$ cat src/rtl/ifu_fetch_pkg.sv
// Shared definitions for the instruction fetch unit: default NOP, FSM state
// encodings and fetch error cause codes.
package ifu_fetch_pkg;

    localparam logic [31:0] NOP_INST = 32'h0000_0013;

    typedef enum logic [1:0] {
        ST_IDLE = 2'd0,
        ST_REQ  = 2'd1,
        ST_WAIT = 2'd2,
        ST_DROP = 2'd3
    } fetch_state_e;

    // Reserved for a future CSR that records why a fetch failed.
    typedef enum logic [1:0] {
        CAUSE_NONE     = 2'd0,
        CAUSE_MISALIGN = 2'd1,
        CAUSE_BUSERR   = 2'd2,
        CAUSE_TIMEOUT  = 2'd3
    } fetch_cause_e;

endpackage

$ cat src/rtl/ifu_line_buf.sv
// One-entry last-fetch buffer: holds a tag/data pair and reports a hit when
// the lookup address matches the stored tag.
module ifu_line_buf #(
    parameter int unsigned ADDR_W = 32,
    parameter int unsigned DATA_W = 32
) (
    input  logic              clk,
    input  logic              rst,
    input  logic              load,
    input  logic              invalidate,
    input  logic [ADDR_W-1:0] load_tag,
    input  logic [DATA_W-1:0] load_data,
    input  logic [ADDR_W-1:0] lookup_addr,
    output logic              hit,
    output logic [DATA_W-1:0] data
);

    logic              valid_q;
    logic [ADDR_W-1:0] tag_q;
    logic [DATA_W-1:0] data_q;

    always_ff @(posedge clk) begin
        if (rst) begin
            valid_q <= 1'b0;
        end else if (invalidate) begin
            valid_q <= 1'b0;
        end else if (load) begin
            valid_q <= 1'b1;
        end
    end

    always_ff @(posedge clk) begin
        if (load && !invalidate) begin
            tag_q  <= load_tag;
            data_q <= load_data;
        end
    end

    assign hit  = valid_q && (tag_q == lookup_addr);
    assign data = data_q;

endmodule

$ cat src/rtl/ifu_fetch.sv
// Instruction fetch unit: issues word fetches over a valid/ready request
// channel, waits for a variable-latency response and pulses the result.
module ifu_fetch #(
    parameter int unsigned       ADDR_W       = 32,
    parameter int unsigned       DATA_W       = 32,
    parameter logic [ADDR_W-1:0] RESET_VECTOR = 32'h8000_0000,
    parameter int unsigned       TIMEOUT      = 255,
    parameter logic [DATA_W-1:0] NOP_INST     = ifu_fetch_pkg::NOP_INST
) (
    input  logic              clk,
    input  logic              rst,
    input  logic [ADDR_W-1:0] pc_i,
    input  logic              fetch_req_i,
    input  logic              flush_i,
    output logic [DATA_W-1:0] inst_o,
    output logic              inst_valid_o,
    output logic              fetch_err_o,
    output logic              busy_o,
    output logic              mem_req_valid_o,
    input  logic              mem_req_ready_i,
    output logic [ADDR_W-1:0] mem_req_addr_o,
    input  logic              mem_resp_valid_i,
    input  logic [DATA_W-1:0] mem_resp_data_i,
    input  logic              mem_resp_err_i
);

    import ifu_fetch_pkg::*;

    localparam int unsigned      CNT_W    = $clog2(TIMEOUT + 1);
    localparam logic [CNT_W-1:0] CNT_LAST = CNT_W'(TIMEOUT - 1);
    localparam logic [CNT_W-1:0] CNT_MAX  = CNT_W'(TIMEOUT);

    fetch_state_e      state_q, state_d;
    logic [CNT_W-1:0]  cnt_q, cnt_d;
    logic [DATA_W-1:0] inst_d;
    logic              valid_d, err_d;
    logic [ADDR_W-1:0] addr_d;
    logic              buf_load, buf_inval, buf_hit;
    logic [DATA_W-1:0] buf_data;

    ifu_line_buf #(
        .ADDR_W (ADDR_W),
        .DATA_W (DATA_W)
    ) u_line_buf (
        .clk         (clk),
        .rst         (rst),
        .load        (buf_load),
        .invalidate  (buf_inval),
        .load_tag    (mem_req_addr_o),
        .load_data   (mem_resp_data_i),
        .lookup_addr (pc_i),
        .hit         (buf_hit),
        .data        (buf_data)
    );

    always_ff @(posedge clk) begin
        if (rst) begin
            state_q        <= ST_IDLE;
            cnt_q          <= '0;
            inst_o         <= NOP_INST;
            inst_valid_o   <= 1'b0;
            fetch_err_o    <= 1'b0;
            mem_req_addr_o <= RESET_VECTOR;
        end else begin
            state_q        <= state_d;
            cnt_q          <= cnt_d;
            inst_o         <= inst_d;
            inst_valid_o   <= valid_d;
            fetch_err_o    <= err_d;
            mem_req_addr_o <= addr_d;
        end
    end

    always_comb begin
        state_d   = state_q;
        cnt_d     = cnt_q;
        inst_d    = inst_o;
        valid_d   = 1'b0;
        err_d     = 1'b0;
        addr_d    = mem_req_addr_o;
        buf_load  = 1'b0;
        buf_inval = flush_i;
        unique case (state_q)
            ST_IDLE: begin
                // A request during an output pulse is dropped so pulses never touch.
                if (fetch_req_i && !flush_i && !inst_valid_o) begin
                    if (pc_i[1:0] != 2'b00) begin
                        inst_d  = NOP_INST;
                        valid_d = 1'b1;
                        err_d   = 1'b1;
                    end else if (buf_hit) begin
                        inst_d  = buf_data;
                        valid_d = 1'b1;
                    end else begin
                        addr_d  = {pc_i[ADDR_W-1:2], 2'b00};
                        state_d = ST_REQ;
                    end
                end
            end
            ST_REQ: begin
                if (flush_i) begin
                    state_d = ST_IDLE;
                end else if (mem_req_ready_i) begin
                    state_d = ST_WAIT;
                    cnt_d   = '0;
                end
            end
            ST_WAIT: begin
                cnt_d = (cnt_q == CNT_MAX) ? cnt_q : cnt_q + 1'b1;
                if (flush_i) begin
                    // A response coincident with the flush is the one being discarded.
                    state_d = mem_resp_valid_i ? ST_IDLE : ST_DROP;
                end else if (mem_resp_valid_i) begin
                    state_d = ST_IDLE;
                    valid_d = 1'b1;
                    if (mem_resp_err_i) begin
                        inst_d    = NOP_INST;
                        err_d     = 1'b1;
                        buf_inval = 1'b1;
                    end else begin
                        inst_d   = mem_resp_data_i;
                        buf_load = 1'b1;
                    end
                end else if (cnt_q == CNT_LAST) begin
                    state_d = ST_DROP;
                    inst_d  = NOP_INST;
                    valid_d = 1'b1;
                    err_d   = 1'b1;
                end
            end
            ST_DROP: begin
                if (mem_resp_valid_i) begin
                    state_d = ST_IDLE;
                end
            end
            default: state_d = ST_IDLE;
        endcase
    end

    assign mem_req_valid_o = (state_q == ST_REQ);
    assign busy_o          = (state_q == ST_REQ) || (state_q == ST_WAIT);

endmodule

$ cat config.mk
export PLATFORM = sky130hd
export DESIGN_NAME = ifu_fetch
export DESIGN_NICKNAME = d
export VERILOG_FILES = /design/src/rtl/ifu_fetch_pkg.sv /design/src/rtl/ifu_line_buf.sv /design/src/rtl/ifu_fetch.sv
export SDC_FILE = /design/constraint.sdc
export NUM_CORES = 1
export LEC_CHECK = 0
export CORE_MARGIN = 2
export CORE_UTILIZATION = 45
export CTS_BUF_LIST = sky130_fd_sc_hd__clkbuf_8 sky130_fd_sc_hd__clkbuf_16
export CTS_CLUSTER_DIAMETER = 80
export CTS_CLUSTER_SIZE = 25
export DETAILED_ROUTE_END_ITERATION = 8
export DONT_BUFFER_PORTS = 1
export GPL_TIMING_DRIVEN = 0
export PLACE_DENSITY = 0.65
export SYNTH_ARGS = -nofsm -noshare
export SYNTH_HDL_FRONTEND = slang
export SYNTH_SLANG_ARGS = --single-unit
$ cat constraint.sdc
create_clock -name clk -period 13.2 [get_ports clk]
set_clock_uncertainty 0.1 [all_clocks]
set_input_delay 3.3 -clock clk [delete_from_list [all_inputs] [get_ports clk]]
set_output_delay 3.3 -clock clk [all_outputs]
set_load 0.005 [all_outputs]
# Yosys cells after proc, flatten, opt, wreduce, memory -nomap -nowiden
# Cells that the tools add are included.
dict set report classes {
  addsub 1
  mul 0
  n_div 0
  magnitude_cmp 0
  n_eq_ne 18
  shifts 0
  muxes 43
  bitwise_logic 2
  reduce_logical 17
}
# cell count
set ops {}
lappend ops {{$mux W32} 7}
lappend ops {{$pmux W32 S2} 1}
lappend ops {{$eq A32 B32 Y1} 1}
lappend ops {{$mux W8} 3}
lappend ops {{$mux W2} 10}
lappend ops {{$mux W1} 18}
lappend ops {{$eq A8 B8 Y1 const B} 2}
lappend ops {{$pmux W8 S2} 1}
lappend ops {{$ne A2 B2 Y1 const B} 7}
lappend ops {{$add A8 B1 Y8 const B} 1}
lappend ops {{$pmux W2 S4} 1}
lappend ops {{$reduce_and A4 Y1} 2}
lappend ops {{$ne A3 B3 Y1 const B} 2}
lappend ops {{$reduce_and A6 Y1} 1}
lappend ops {{$reduce_bool A2 Y1} 3}
lappend ops {{$reduce_and A5 Y1} 1}
lappend ops {{$eq A2 B2 Y1 const B} 2}
lappend ops {{$logic_and A1 B1 Y1} 4}
lappend ops {{$ne A4 B4 Y1 const B} 1}
lappend ops {{$pmux W1 S2} 2}
lappend ops {{$logic_not A1 Y1} 3}
lappend ops {{$ne A3 B2 Y1 const B} 1}
lappend ops {{$eq A2 B1 Y1 const B} 1}
lappend ops {{$logic_not A2 Y1} 1}
lappend ops {{other kinds (4)} 5}
dict set report word_totals {
  regBits 137
  latchBits 0
  ramBits 0
  mem_bits_ro 0
  input_bits 71
  out_inout_bits 68
  n_memories 0
}

# Longest topological paths before layout
dict set report logic_depth {
  depth_word 6
  mapped_depth 10
  ltp_nobuf 8
}

# By module
# A second synthesis with hierarchy kept.
dict set report hier_totals {
  cells_unflattened 502
  hier_area_um2 5786.8
}
# module instances cells_each area_each_um2 seq_area_each_um2
set by_module_without_submodules {}
lappend by_module_without_submodules {ifu_fetch 1 390 3474.6 1481.4}
lappend by_module_without_submodules {ifu_line_buf 1 112 2312.2 1941.9}

# Least setup slack after synthesis
# Ideal clock, no wire load.
dict set report synth_path {
  path_kind {input -> register}
  start {input mem_resp_valid_i}
  end {register u_line_buf.data_q[0] (netlist: u_line_buf.data[0]) (enable)}
  arrival_time_ps 6274
  required_ps 12618
  slack_ps 6344
  stages 3
  n_path_buf 0
  cell_sequence {nand2_1 > or2_2 > nor2_1}
}
dict set report synth_between {
  elab_chain_len 5
  elab_cells_between_ends 8
  cone_classes {mux: 6; reduce/logical: 2}
}
# item line_no
set synth_lines {}
lappend synth_lines {{from (decl)} ifu_fetch.sv:22} ;# input logic mem_resp_valid_i,
lappend synth_lines {{$mux W1} ifu_fetch.sv:113} ;# end else if (mem_resp_valid_i) begin
lappend synth_lines {{$mux W1} ifu_fetch.sv:110} ;# if (flush_i) begin
lappend synth_lines {{$mux W1} ifu_fetch.sv:83} ;# unique case (state_q)
lappend synth_lines {{$logic_not A1 Y1} ifu_line_buf.sv:33} ;# if (load && !invalidate) begin
lappend synth_lines {{$logic_and A1 B1 Y1 *} ifu_line_buf.sv:33}
lappend synth_lines {{to (signal assigned)} ifu_line_buf.sv:35} ;# data_q <= load_data;
lappend synth_lines {{to (decl)} ifu_line_buf.sv:20} ;# logic [DATA_W-1:0] data_q;
# Every way passes the cells marked *; elsewhere a longest branch is shown, timed or not.
# A chain may end at the register's enable or synchronous reset.

# Worst setup path in the final report
dict set report layout_path {
  start {input pc_i[21]}
  end {register inst_o[6]}
}
dict set report layout_between {
  elab_chain_len 4
}
# item line_no
set layout_lines {}
lappend layout_lines {{from (decl)} ifu_fetch.sv:12} ;# input logic [ADDR_W-1:0] pc_i,
lappend layout_lines {{$eq A32 B32 Y1} ifu_line_buf.sv:39} ;# assign hit = valid_q && (tag_q == lookup_addr);
lappend layout_lines {{$logic_and A1 B1 Y1} ifu_line_buf.sv:39}
lappend layout_lines {{$ne A3 B3 Y1 (no source line)} n/a}
lappend layout_lines {{$reduce_and A5 Y1 (no source line)} n/a}
lappend layout_lines {{to (signal assigned)} ifu_fetch.sv:67} ;# inst_o <= inst_d;
lappend layout_lines {{to (decl)} ifu_fetch.sv:15} ;# output logic [DATA_W-1:0] inst_o,
# No other way between the ends.

==> impl_summary.txt <==
----------------------------------------------------
[Pwr]
  Net switching power ... 209 uW
  Pwr Total ... 1.02 mW
  Switching fraction of total power ... 20.6%
  Part of the power in registers ... 44.4%
  VDD IR max ... 0.105 mV
  Int Pwr ... 807 uW
  Power Dens Cells ... 147 nW/um^2
  Portion of total power attributed to the clock network ... 51.0%
  Logic gate share of total power ... 4.6%
  Static leakage ... 2.24 nW

[STA]
  Hold Worst Slack ... 0.385 ns
  Slew HR ... 57.0%
  Number of endpoints failing setup at the final stage ... 0
  Period utilization ... 41.9%
  Shortest period the worst path allows ... 5.54 ns
  Setup TNS ... 0 ns
  Maximum clock frequency ... 181 MHz
  Total count of max-transition violations in the final report ... 0
  RSZ-0062 raised after global routing ... no
  Transition time at the pin with the least slew margin ... 0.643 ns
  Final hold violation count ... 0

[Setup path]
  Data required time of the critical path ... 13.45 ns
  Top delay family on crit path ... simple AND/OR/NAND/NOR gates
  Worst path max stage delay ... 0.58 ns
  Startpoint Class ... input port
  Ordered cell list for the critical path ... xnor2_1, nand4_1, or4_1, nor4_1, clkbuf_1, buf_2, o21ai_0, a21oi_1
  Type of the setup path with the least slack ... in2reg
  Slowest stage cell, crit path ... sky130_fd_sc_hd__or4_1
  Buffers and inverters on the worst path ... 2
  Crit path capture type ... register
  Maximum fanout along the worst path ... 10
  Signal arrival time at the worst endpoint ... 5.78 ns

[Global route]
  Number of antenna violations at the first check in global routing ... 0
  Global-route wire length before repair ... 22,200 um
  Remaining Overflow, GRT ... 0
  Via count of the first global-routing pass ... 4,138
  Total GRT Usage ... 20.3%
  Pin count of the biggest net entering global routing ... 31

[Floorplan]
  Horiz. Die Dim ... 119 um
  Count of pins on the block boundary ... 139
  Number of cell rows ... 42
  Effective utilization at floorplan ... 45.6%
  Die Area ... 14,200 um^2
  Chip Height ... 119 um
  Floorplan Core Area ... 13,100 um^2

[Layout]
  Post-Layout Cell Count ... 753
  Antenna diode count ... 0
  Syn-to-layout area delta ... 15.6%
  Share of cells above drive strength 1 ... 7.97%
  Net count, final ... 641

[Route]
  Post-route ant nets ... 0
  DRT Pass-1 Iters ... 7
  Total Routed Length ... 14,200 um
  Violation count after the first detailed-route iteration ... 404
  Count of vias placed by the detailed router ... 4,233
  DRC violation count after routing ... 0
  Routed length per instance ... 18.9 um
  Post-detailed-route via-to-cell ratio ... 5.62

[Placed design]
  Half-perimeter wire length of the detailed placement result ... 10,300 um
  Routability Congestion ... 0.863
  Placed Cells ... 721
  Count of buffers inserted at the top-level ports ... 0

[Synthesis]
  Number of enable-type register cells in the synthesized netlist ... 62
  Syn. warnings ... 0
  Synth Instances ... 542
  Top flip-flop cell by instance count after synthesis ... sky130_fd_sc_hd__dfxtp_1
  Combined area of all synthesized cells ... 5990 um^2
  Share of synthesized flip-flops with an asynchronous set or reset ... 0%
  Post-synthesis register bit count ... 137
  Number of distinct library cells after synthesis ... 46
  Mean area per synthesized cell ... 11.0 um^2
  Register area share after synthesis ... 56.2%

[Clock tree]
  Post-CTS Setup Bufs ... 0
  Clk slew on worst S/H paths ... 0.06 ns
  Clock Sink Count ... 137
  TritonCTS Buffers ... 17
  Cts hold-fix bufs ... 0
  CTS tree ... yes
  Clk Tree Root Cell ... sky130_fd_sc_hd__clkbuf_16
  H-tree depth ... 4
  Clock latency at the later pin of the worst-skew pair ... 0.42 ns
  Gates resized, CTS repair ... 0
  Clk buf depth ... 2

[Run]
  Total of max-cap violations ... 0

[Status]
  Outcome ... complete, no violations

[Hold path]
  Worst Hold Class ... reg2reg

----------------------------------------------------
-- cells in the final DEF (no fill, tap or decap), types with 3 or more instances in the layout --
cell and n:
sky130_fd_sc_hd__xnor2_1 28, sky130_fd_sc_hd__buf_12 4, sky130_fd_sc_hd__ha_1 6, sky130_fd_sc_hd__a21oi_1 36, sky130_fd_sc_hd__dfxtp_1 75, sky130_fd_sc_hd__or4_1 3, sky130_fd_sc_hd__nor3_1 9, sky130_fd_sc_hd__bufinv_16 4
sky130_fd_sc_hd__mux2i_1 30, sky130_fd_sc_hd__nand2_1 10, sky130_fd_sc_hd__o22ai_1 3, sky130_fd_sc_hd__a311oi_1 4, sky130_fd_sc_hd__clkbuf_1 31, sky130_fd_sc_hd__o21ai_0 49, sky130_fd_sc_hd__nand2b_1 58, sky130_fd_sc_hd__nor2_1 24
sky130_fd_sc_hd__a22o_1 29, sky130_fd_sc_hd__clkbuf_16 17, sky130_fd_sc_hd__o21ai_1 11, sky130_fd_sc_hd__xor2_1 8, sky130_fd_sc_hd__inv_1 9, sky130_fd_sc_hd__a211o_1 4, sky130_fd_sc_hd__or2b_1 3, sky130_fd_sc_hd__edfxtp_1 62
sky130_fd_sc_hd__nand4_1 12, sky130_fd_sc_hd__nand3_1 5, sky130_fd_sc_hd__nor4_1 3, sky130_fd_sc_hd__clkbuf_8 5
-- flip-flops by register name, indices dropped and copies added, names as in the netlist --
signal and count:
state_q 2, u_line_buf.tag_q 30, cnt_q 8, inst_o 32
u_line_buf.valid_q 1, inst_valid_o 1, u_line_buf.data 32, fetch_err_o 1
mem_req_addr_o 30
-- power by group through the flow --
stage / combinational (mW) / sequential, mW / clock (mW)
after global routing: 0.0509 / 0.452 / 0.544
after floorplan: 0.0351 / 0.459 / 0
final: 0.0463 / 0.452 / 0.519
after global placement: 0.0446 / 0.461 / 0
after detailed placement: 0.0459 / 0.461 / 0
after CTS: 0.0462 / 0.452 / 0.527
-- final timing paths --
| check | from | slack (ns) | depth (start not counted) | end |
|---|---|---|---|---|
| worst max-delay path | pc_i[21] | 7.66 | 8 | inst_o[6]$_SDFFE_PP0P_ |
| worst min-delay path | mem_req_addr_o[12]$_SDFFE_PP0P_ | 0.38 | 0 | u_line_buf.tag_q[12]$_DFFE_PP_ |
| worst max register to register | u_line_buf.tag_q[21]$_DFFE_PP_ | 10.15 | 8 | inst_o[6]$_SDFFE_PP0P_ |
| worst min register to register | mem_req_addr_o[12]$_SDFFE_PP0P_ | 0.38 | 0 | u_line_buf.tag_q[12]$_DFFE_PP_ |
-- cells in the mapped netlist (2+ instances only) --
master,instances,area share [%]
sky130_fd_sc_hd__nor2_1,25,1.6
sky130_fd_sc_hd__buf_12,3,1.0
sky130_fd_sc_hd__buf_4,2,0.25
sky130_fd_sc_hd__o311a_1,2,0.33
sky130_fd_sc_hd__nand2_1,10,0.63
sky130_fd_sc_hd__o22ai_1,3,0.31
sky130_fd_sc_hd__buf_2,2,0.17
sky130_fd_sc_hd__nand4_1,12,1.3
sky130_fd_sc_hd__mux2i_1,30,5.0
sky130_fd_sc_hd__or2_2,2,0.21
sky130_fd_sc_hd__edfxtp_1,62,31
sky130_fd_sc_hd__xnor2_1,28,4.1
sky130_fd_sc_hd__ha_1,6,1.3
sky130_fd_sc_hd__dfxtp_1,75,25
sky130_fd_sc_hd__inv_1,9,0.56
sky130_fd_sc_hd__nor4_1,3,0.31
sky130_fd_sc_hd__xor2_1,8,1.2
sky130_fd_sc_hd__nand3_1,5,0.42
sky130_fd_sc_hd__a311oi_1,4,0.59
sky130_fd_sc_hd__or3_1,2,0.21
sky130_fd_sc_hd__a22o_1,29,4.2
sky130_fd_sc_hd__o21ai_0,49,4.1
sky130_fd_sc_hd__nand2b_1,58,6.1
sky130_fd_sc_hd__or4_1,3,0.38
sky130_fd_sc_hd__a21oi_1,36,3.0
sky130_fd_sc_hd__nor3_1,9,0.75
sky130_fd_sc_hd__o21ai_1,11,0.92
sky130_fd_sc_hd__clkbuf_1,31,1.9
sky130_fd_sc_hd__or2b_1,3,0.38
sky130_fd_sc_hd__a211o_1,4,0.59
-- worst register-to-register path: stages (launching register included) --
cell                       delay [ns]
sky130_fd_sc_hd__edfxtp_1        0.38
sky130_fd_sc_hd__xnor2_1         0.31
sky130_fd_sc_hd__nand4_1         0.15
sky130_fd_sc_hd__or4_1           0.58
sky130_fd_sc_hd__nor4_1          0.50
sky130_fd_sc_hd__clkbuf_1        0.39
sky130_fd_sc_hd__buf_2           0.28
sky130_fd_sc_hd__o21ai_0         0.14
sky130_fd_sc_hd__a21oi_1         0.16
-- metal layers --
metal	GRT usage [%]	share of wire, %
met3	7.85	9.1
met4	8.24	2.3
met5	0	0
met2	30.4	46
met1	26.3	42
-- metrics by stage --
step	instance area (um^2)	setup WS, ns	util, %
after floorplan	5990	6.34	-
after detailed placement	6270	7.22	47.7
final	6920	7.66	52.7
after CTS	6920	7.67	52.7
after global placement	6210	4.88	47.3
after global routing	6920	7.49	52.7
-- logic make-up after synthesis --
family          after synthesis  synth area share, %
mux                          31                 5.20
flops                       137                 56.2
buf+inv                      48                 4.12
other cells                   1               0.0626
xor+xnor                     36                 5.27
simple gates                138                 12.9
compound gates              145                 15.0
fa+ha+maj                     6                 1.25
-- cell type report --
class | instances | area, um^2
well taps | 176 | 220
flip-flops and latches | 137 | 3360
repair buffers | 2 | 47.5
plain buffers | 39 | 213
inverters | 9 | 33.8
fillers | 1141 | 6220
clock buffers | 22 | 494
clock inverters | 10 | 161
multi-input cells | 358 | 2390
No activity file was read; power rests on OpenSTA's default activity.
